[config.mk]
export PLATFORM = sky130hd
export DESIGN_NAME = iir_feeder_flat
export DESIGN_NICKNAME = d
export VERILOG_FILES = /design/src/rtl/iir_feeder_if.sv /design/src/rtl/iir_feeder.sv /design/src/flat_wrapper.sv
export SDC_FILE = /design/constraint.sdc
export NUM_CORES = 1
export LEC_CHECK = 0
export ABC_AREA = 1
export BUFFER_PORTS_ARGS = -buffer_cell sky130_fd_sc_hd__buf_2
export CORE_AREA = 2 2 137 139
export DETAILED_ROUTE_END_ITERATION = 10
export DIE_AREA = 0 0 139 141
export HOLD_SLACK_MARGIN = 0.06
export MAX_ROUTING_LAYER = met4
export PLACE_DENSITY = 0.74
export RECOVER_POWER = 25
export SYNTH_ARGS = -nofsm -noshare
export SYNTH_HDL_FRONTEND = slang
export SYNTH_SLANG_ARGS = --single-unit
[constraint.sdc]
create_clock -name clk -period 2.4 [get_ports clk]
set_input_delay 0.48 -clock clk [delete_from_list [all_inputs] [get_ports clk]]
set_output_delay 0.48 -clock clk [all_outputs]
set_load 0.02 [all_outputs]
[src/rtl/iir_feeder_if.sv]
// rtl/iir_feeder_if.sv - upstream sample handshake and cascade-side sample bus for iir_feeder
interface iir_feeder_if #(
    parameter int DWIDTH = 24
) ();
    logic              in_vld;
    logic              in_rdy;
    logic [DWIDTH-1:0] in_data;
    logic              din_vld;
    logic [DWIDTH-1:0] din;

    modport slave (
        input  in_vld,
        input  in_data,
        output in_rdy,
        output din_vld,
        output din
    );

    modport master (
        output in_vld,
        output in_data,
        input  in_rdy,
        input  din_vld,
        input  din
    );
endinterface

[src/rtl/iir_feeder.sv]
// rtl/iir_feeder.sv - FIFO plus pacing FSM feeding the IIR cascade one sample per SPACING cycles
// Optional macro IIR_FEEDER_DROP_EN: discard and count samples on overflow instead of backpressuring.
module iir_feeder #(
    parameter int DWIDTH  = 24,
    parameter int DEPTH   = 8,
    parameter int SPACING = 12,
    parameter int LWIDTH  = $clog2(DEPTH) + 1
) (
    input  logic              clk,
    input  logic              rstn,
    input  logic              block_en,
    iir_feeder_if.slave       bus,
    output logic [LWIDTH-1:0] fifo_level,
    output logic [15:0]       drop_cnt
);
    localparam int AW = $clog2(DEPTH);
    localparam int GW = (SPACING > 2) ? $clog2(SPACING) : 1;
    localparam bit BYPASS = (SPACING <= 1);
    localparam logic [GW-1:0] GAP_LOAD = (SPACING >= 2) ? GW'(SPACING - 2) : '0;

    typedef enum logic {
        READY   = 1'b0,
        HOLDOFF = 1'b1
    } state_t;

    logic [DWIDTH-1:0] mem [DEPTH];
    logic [AW:0]       wr_ptr;
    logic [AW:0]       rd_ptr;
    logic [LWIDTH-1:0] level_q;
    logic              empty;
    logic              full;
    logic              push;
    logic              pop;

    state_t            state_q;
    state_t            state_d;
    logic [GW-1:0]     gap_q;
    logic [GW-1:0]     gap_d;
    logic              vld_q;
    logic              vld_d;
    logic [DWIDTH-1:0] din_q;

    assign empty = (wr_ptr == rd_ptr);
    assign full  = (wr_ptr[AW] != rd_ptr[AW]) && (wr_ptr[AW-1:0] == rd_ptr[AW-1:0]);

`ifdef IIR_FEEDER_DROP_EN
    logic        drop;
    logic [15:0] drop_q;

    // A simultaneous pop frees the head slot, so a write while full is still a real push.
    assign bus.in_rdy = rstn && block_en;
    assign push       = bus.in_vld && block_en && (!full || pop);
    assign drop       = bus.in_vld && block_en && full && !pop;

    always_ff @(posedge clk or negedge rstn) begin
        if (!rstn) begin
            drop_q <= '0;
        end else if (!block_en) begin
            drop_q <= '0;
        end else if (drop && (drop_q != 16'hFFFF)) begin
            drop_q <= drop_q + 1'b1;
        end
    end

    assign drop_cnt = drop_q;
`else
    assign bus.in_rdy = rstn && block_en && !full;
    assign push       = bus.in_vld && bus.in_rdy;
    assign drop_cnt   = 16'h0000;
`endif

    always_ff @(posedge clk) begin
        if (push) begin
            mem[wr_ptr[AW-1:0]] <= bus.in_data;
        end
    end

    always_ff @(posedge clk or negedge rstn) begin
        if (!rstn) begin
            wr_ptr  <= '0;
            rd_ptr  <= '0;
            level_q <= '0;
        end else if (!block_en) begin
            wr_ptr  <= '0;
            rd_ptr  <= '0;
            level_q <= '0;
        end else begin
            if (push) begin
                wr_ptr <= wr_ptr + 1'b1;
            end
            if (pop) begin
                rd_ptr <= rd_ptr + 1'b1;
            end
            case ({push, pop})
                2'b10:   level_q <= level_q + 1'b1;
                2'b01:   level_q <= level_q - 1'b1;
                default: level_q <= level_q;
            endcase
        end
    end

    always_ff @(posedge clk or negedge rstn) begin
        if (!rstn) begin
            state_q <= READY;
            gap_q   <= '0;
            vld_q   <= 1'b0;
            din_q   <= '0;
        end else begin
            state_q <= state_d;
            gap_q   <= gap_d;
            vld_q   <= vld_d;
            if (!block_en) begin
                din_q <= '0;
            end else if (pop) begin
                din_q <= mem[rd_ptr[AW-1:0]];
            end
        end
    end

    // gap_cnt counts down to zero, then one extra cycle in HOLDOFF makes the spacing exactly SPACING.
    always_comb begin
        state_d = state_q;
        gap_d   = gap_q;
        pop     = 1'b0;
        vld_d   = 1'b0;
        case (state_q)
            READY: begin
                if (!empty) begin
                    pop   = 1'b1;
                    vld_d = 1'b1;
                    if (!BYPASS) begin
                        state_d = HOLDOFF;
                        gap_d   = GAP_LOAD;
                    end
                end
            end
            HOLDOFF: begin
                if (gap_q == '0) begin
                    state_d = READY;
                end else begin
                    gap_d = gap_q - 1'b1;
                end
            end
            default: state_d = READY;
        endcase
        if (!block_en) begin
            state_d = READY;
            gap_d   = '0;
            pop     = 1'b0;
            vld_d   = 1'b0;
        end
    end

    assign bus.din_vld = vld_q;
    assign bus.din     = din_q;
    assign fifo_level  = level_q;
endmodule

[src/flat_wrapper.sv]
// flat-port wrapper written by rule: the top's interface ports become plain ports
module iir_feeder_flat 
#(
    parameter int DWIDTH  = 24,
    parameter int DEPTH   = 8,
    parameter int SPACING = 12,
    parameter int LWIDTH  = $clog2(DEPTH) + 1
)
  (clk, rstn, block_en, fifo_level, drop_cnt, bus_in_vld, bus_in_data, bus_in_rdy, bus_din_vld, bus_din);
  iir_feeder_if #(.DWIDTH(DWIDTH)) bus_i ();
  input  logic clk;
  input  logic rstn;
  input  logic block_en;
  output logic [LWIDTH-1:0] fifo_level;
  output logic [15:0] drop_cnt;
  input wire logic [$bits(bus_i.in_vld)-1:0] bus_in_vld;
  input wire logic [$bits(bus_i.in_data)-1:0] bus_in_data;
  output wire logic [$bits(bus_i.in_rdy)-1:0] bus_in_rdy;
  output wire logic [$bits(bus_i.din_vld)-1:0] bus_din_vld;
  output wire logic [$bits(bus_i.din)-1:0] bus_din;
  assign bus_i.in_vld = bus_in_vld;
  assign bus_i.in_data = bus_in_data;
  assign bus_in_rdy = bus_i.in_rdy;
  assign bus_din_vld = bus_i.din_vld;
  assign bus_din = bus_i.din;
  iir_feeder #(.DWIDTH(DWIDTH), .DEPTH(DEPTH), .SPACING(SPACING), .LWIDTH(LWIDTH)) u_core (.clk(clk), .rstn(rstn), .block_en(block_en), .bus(bus_i), .fifo_level(fifo_level), .drop_cnt(drop_cnt));
endmodule
Word level (Yosys, flattened, before mapping)

Memory sizes are Yosys's and may differ from the RTL's.
Index checks and enable logic that the tools add are counted.

$add $sub $neg: 5
Bitwise operators: 1
Reduce and logical (&&, ||, !) cells: 7
Equality and inequality tests: 10
Muxes and demuxes: 20

Operators by type and width:

| kind                                              | count |
|---|---|
| two-way mux 24 bit                                | 2 |
| two-way mux 4 bit                                 | 8 |
| one-hot mux 4 bit (2 select lines)                | 2 |
| adder 4 x 1 -> 4 bit (second input constant)      | 3 |
| subtractor 4 x 1 -> 4 bit (second input constant) | 2 |
| two-way mux 1 bit                                 | 7 |
| != test 3 bit (second input constant)             | 2 |
| == test 4 bit                                     | 1 |
| logical AND 1 bit                                 | 4 |
| logical NOT 4 bit                                 | 1 |
| != test 2 x 1 -> 1 bit (second input constant)    | 2 |
| == test 3 bit                                     | 1 |
| != test 3 x 1 -> 1 bit (second input constant)    | 1 |
| == test 2 x 1 -> 1 bit (second input constant)    | 1 |
| == test 2 bit (second input constant)             | 1 |
| one-hot mux 1 bit (2 select lines)                | 1 |
| AND reduction 2 bit                               | 1 |
| logical NOT 1 bit                                 | 1 |
| != test 1 bit                                     | 1 |
| NOT 1 bit                                         | 1 |

Memories kept: 1
Bits of input ports: 28
Memory bits (writable): 192
Bits in registers: 42
Logic and storage cells: 51
Output and inout port bits: 46

Memory list:

| memory     | words | width | read ports | clocked after Yosys merged registers in | write ports | line             | source |
|---|---|---|---|---|---|---|---|
| u_core.mem | 8     | 24    | 1          | 0                                       | 1           | iir_feeder.sv:26 | `logic [DWIDTH-1:0] mem [DEPTH];` |

Logic depth before layout (Yosys ltp)

Depth after elaboration: 8
Depth in mapped cells: 18
Gate-level depth less buffers: 17

Worst setup path after synthesis

Ideal clock, no wire load.

Kind: register to register
Start point: register u_core.rd_ptr[0]
End point: memory u_core.mem[0][0], enable pin
Path buffers: 1
Path slack: -0.237 ns
Arrival: 2.233 ns
Stages on the path, launching flop included: 11
Required time: 1.995 ns
Library setup time: 0.405 ns
Cell sequence: dfrtp_1 -> buf_6 -> inv_4 -> nand2_1 -> nand2_1 -> inv_1 -> nand4_1 -> nand3_2 -> inv_2 -> nand2_1 -> nor2_1

Longest elaborated chain between the ends: 7

Ends and longest elaborated chain:

| what                                    | line             | source |
|---|---|---|
| from (decl)                             | iir_feeder.sv:28 | `logic [AW:0] rd_ptr;` |
| from (signal assigned)                  | iir_feeder.sv:92 | `rd_ptr <= rd_ptr + 1'b1;` |
| == test 3 bit                           | iir_feeder.sv:44 | `assign full = (wr_ptr[AW] != rd_ptr[AW]) && (wr_ptr[AW-1:0] == rd_ptr[AW-1:0]);` |
| logical AND 1 bit                       | iir_feeder.sv:44 |  |
| logical NOT 1 bit                       | iir_feeder.sv:67 | `assign bus.in_rdy = rstn && block_en && !full;` |
| logical AND 1 bit                       | iir_feeder.sv:67 |  |
| logical AND 1 bit                       | iir_feeder.sv:68 | `assign push = bus.in_vld && bus.in_rdy;` |
| two-way mux 1 bit                       | iir_feeder.sv:73 | `if (push) begin` |
| two-way mux 1 bit (implied by the code) | iir_feeder.sv:74 | `mem[wr_ptr[AW-1:0]] <= bus.in_data;` |
| to (decl)                               | iir_feeder.sv:26 |  |

No other way between the ends.

Worst setup path in the final report

Start point: register u_core.rd_ptr[2]
End point: output port bus_in_rdy

Longest elaborated chain between the ends: 4

Ends and longest elaborated chain:

| what              | line               | source |
|---|---|---|
| == test 3 bit     | iir_feeder.sv:44   |  |
| logical AND 1 bit | iir_feeder.sv:44   |  |
| logical NOT 1 bit | iir_feeder.sv:67   |  |
| logical AND 1 bit | iir_feeder.sv:67   |  |
| to (decl)         | flat_wrapper.sv:18 | `output wire logic [$bits(bus_i.in_rdy)-1:0] bus_in_rdy;` |

No other way between the ends.

==> impl_metrics.csv <==
group,metric,value,unit
timing,slew_violations,0,
timing,holdWs,0.0860,ns
global_route,grt_pass1_vias,5951,
worst_setup_path,cp-start-kind,"flop",
yosys,synth_warnings,0,
timing,fin_crit_sh,90.7,%
finish,nets,921,
timing,timing.fmax,459,MHz
timing,min_period,2.18,ns
yosys,post-synth-top-area-cell,"edfxtp_1",
yosys,syn_inst,819,
power_and_ir_drop,ir_drop,0.000579,V
floorplanning,start_util,52.4,%
yosys,ys_top_cells_by_count,"192 x edfxtp_1, 166 x nand2_1, 109 x nor2_1, 104 x o21ai_0, 49 x o22ai_1",
drt,drc,0,
finish,num_antenna_cells,0,
place,numPortBuffers,57,
clock_tree,ctsHoldBuffers,0,
yosys,async_flop_share,17.9,%
yosys,netlist_top_cells_area,"edfxtp_1 60%, dfrtp_1 11%, nand2_1 6.5%",
worst_setup_path,crit_arrival,1.70,ns
flow_run,cap_violations,0,
clock_tree,ctsResizeCount,0,
clock_tree,clkSinkCount,234,
global_route,grt_pass1_wl,31900,µm
yosys,mappedNetlistArea,9570,µm²
floorplanning,rows,50,
drt,ant_nets,0,
yosys,synth_top_area_share,60.3,%
finish,stdcell_count,1134,
clock_tree,cts_setup_buffers,0,
floorplanning,die_h,141,µm
timing,final-hold-violation-count,0,
worst_setup_path,worstPathRequired,1.92,ns
worst_hold_path,hp-class,"in -> async",
power_and_ir_drop,power_frac_seq,45.6,%
clock_tree,cts_tree,"done",
place,hpwl,12100,µm
global_route,antenna_found_initial,0,
global_route,grt-ovfl-total,0,
power_and_ir_drop,power_frac_clock,30.8,%
drt,wl_per_cell,17.8,µm
yosys,ys_ff_latch,234,
power_and_ir_drop,p_leak,4.24,nW
finish,nFillCells,1445,
global_route,grt_start_max_net_pins,99,
power_and_ir_drop,power_switching,0.00331,W
place,dp.cells,1096,
yosys,ys_seq_area_share,71.2,%
drt,dr.pass1.iters,5,
drt,route.vias.total,6225,
worst_setup_path,worstSetupPathType,"reg -> out",
power_and_ir_drop,sw_frac_of_total,31.3,%
timing,worst_slew_pin_slew,0.983,ns
clock_tree,cts_buffers,23,
clock_tree,path_clk_slew,0.06,ns
timing,rsz0062_at_grt,"false",
clock_tree,cts-root-buf,"clkbuf_16",
yosys,ys.flop_type,"edfxtp_1",
place,routabilityCongestion,0.833,
floorplanning,die-area,19600,µm²
floorplanning,die-width,139,µm
finish,multi_input_area,2400,µm²
drt,routed_via_density,5.49,
clock_tree,cts-htree-levels,1,
worst_setup_path,end_kind,"output pin",
drt,wl,20200,µm
power_and_ir_drop,p_int,0.00727,W
clock_tree,clk_latency,0.51,ns
finish,area_growth,13.0,%
worst_setup_path,crit_fanout,14,
finish,seq_area,6820,µm²
timing,setup_violations,0,
drt,drt-initial-drc-count,541,
finish,drive_above_1_share,14.7,%
yosys,yosysMostFrequentCell,"edfxtp_1",
yosys,avgSynthCellArea,11.7,µm²
global_route,grt_usage,21.3,%
timing,clock_skew,0.00803,ns
power_and_ir_drop,p_per_area,978,nW/µm²
power_and_ir_drop,power_frac_comb,23.6,%
yosys,synth-edff-count,192,
floorplanning,core_area,18300,µm²
yosys,synth.distinct_cells,33,
timing,relSlewSlack,34.4,%
status,status,"finished clean",
floorplanning,io_pins,74,
clock_tree,clk_path_buf_depth,3,
## critical path, cell delays in order (launching register included)
cell	delay, ns
dfrtp_1	0.44
inv_4	0.17
nand2_1	0.07
nand2_1	0.06
nand4_1	0.16
nand2_1	0.10
inv_1	0.04
buf_2	0.15
## registers in the layout, summed over array words and instances, names as in the netlist
signal              cells
u_core.wr_ptr           4
u_core.state_q          1
u_core.bus.din_vld      1
u_core.bus.din         24
u_core.mem            192
u_core.gap_q            4
u_core.fifo_level       4
u_core.rd_ptr           4
## placed cells by master, fill, tap and decap left out, types with 11 or more instances in the layout
cell type and count:
buf_2 40, buf_4 29, clkbuf_1 19, clkbuf_16 23, conb_1 16, dfrtp_1 41, edfxtp_1 192, inv_1 19
nand2_1 166, nand3_1 30, nor2_1 102, nor2_2 11, o21ai_0 104, o22ai_1 49
## cells by family after synthesis
group | Yosys count | share of synthesized area, %
buffers and inverters | 88 | 4.47
adders and majority gates | 6 | 0.784
AOI/OAI and AO/OA | 164 | 9.30
other | 1 | 0.0392
DFF | 234 | 71.2
and+or+nand+nor | 323 | 13.9
xor gates and xnor gates | 3 | 0.275
## metrics by stage
step	util (%)	power, W	setup slack (ns)	cell area (µm²)	TNS (ns)
6_report	59.2	0.0106	0.222	10800	0
5_1_grt	59.2	0.0111	0.0762	10800	0
4_1_cts	59.3	0.0106	0.216	10800	0
3_5_place_dp	55.6	0.00738	0.283	10200	0
3_3_place_gp	55.6	0.00733	0.337	10200	0
2_1_floorplan	-	0.00665	-0.237	9630	-22.79
## path summary, 6_finish.rpt
| check | startpoint | cells past startpoint | slack [ns] | endpoint |
|---|---|---|---|---|
| max | u_core.rd_ptr[2]$_DFFE_PN0P_ | 7 | 0.22 | bus_in_rdy |
| min | rstn | 2 | 0.09 | u_core.bus.din[9]$_DFFE_PN0P_ |
| max reg2reg | u_core.wr_ptr[0]$_DFFE_PN0P_ | 10 | 0.25 | u_core.mem[2][17]$_DFFE_PP_ |
| min reg2reg | u_core.wr_ptr[3]$_DFFE_PN0P_ | 1 | 0.50 | u_core.wr_ptr[3]$_DFFE_PN0P_ |
| max in group asynchronous | rstn | 2 | 1.89 | u_core.rd_ptr[0]$_DFFE_PN0P_ |
| min in group clk | bus_in_data[16] | 1 | 0.26 | u_core.mem[0][16]$_DFFE_PP_ |
## final cells by class
type / count / share of cell area (%)
inverter: 28 / 1.02
timing repair buffer: 88 / 4.83
clock buffer: 25 / 5.39
clock inverter: 13 / 0.822
tap: 234 / 2.71
multi-input combinational: 512 / 22.2
sequential: 234 / 63.1
## power by group through the flow
| stage | logic (W) | registers, W | clock network, W |
|---|---|---|---|
| finish | 0.00250 | 0.00482 | 0.00326 |
| global route | 0.00279 | 0.00485 | 0.00347 |
| CTS | 0.00251 | 0.00482 | 0.00332 |
| detailed placement | 0.00248 | 0.00490 | 0 |
| global placement | 0.00244 | 0.00489 | 0 |
| floorplan | 0.00153 | 0.00513 | 0 |
## per-layer routing
| layer | up-vias | part of all wire [%] | track usage (%) |
|---|---|---|---|
| li1 | 2975 | - | - |
| met1 | 2983 | 43 | 28.9 |
| met2 | 224 | 48 | 34.0 |
| met3 | 43 | 6.9 | 3.09 |
| met4 | 0 | 2.5 | 6.49 |
| met5 | - | 0 | - |
Note: power is estimated with default switching activity, not from simulation.
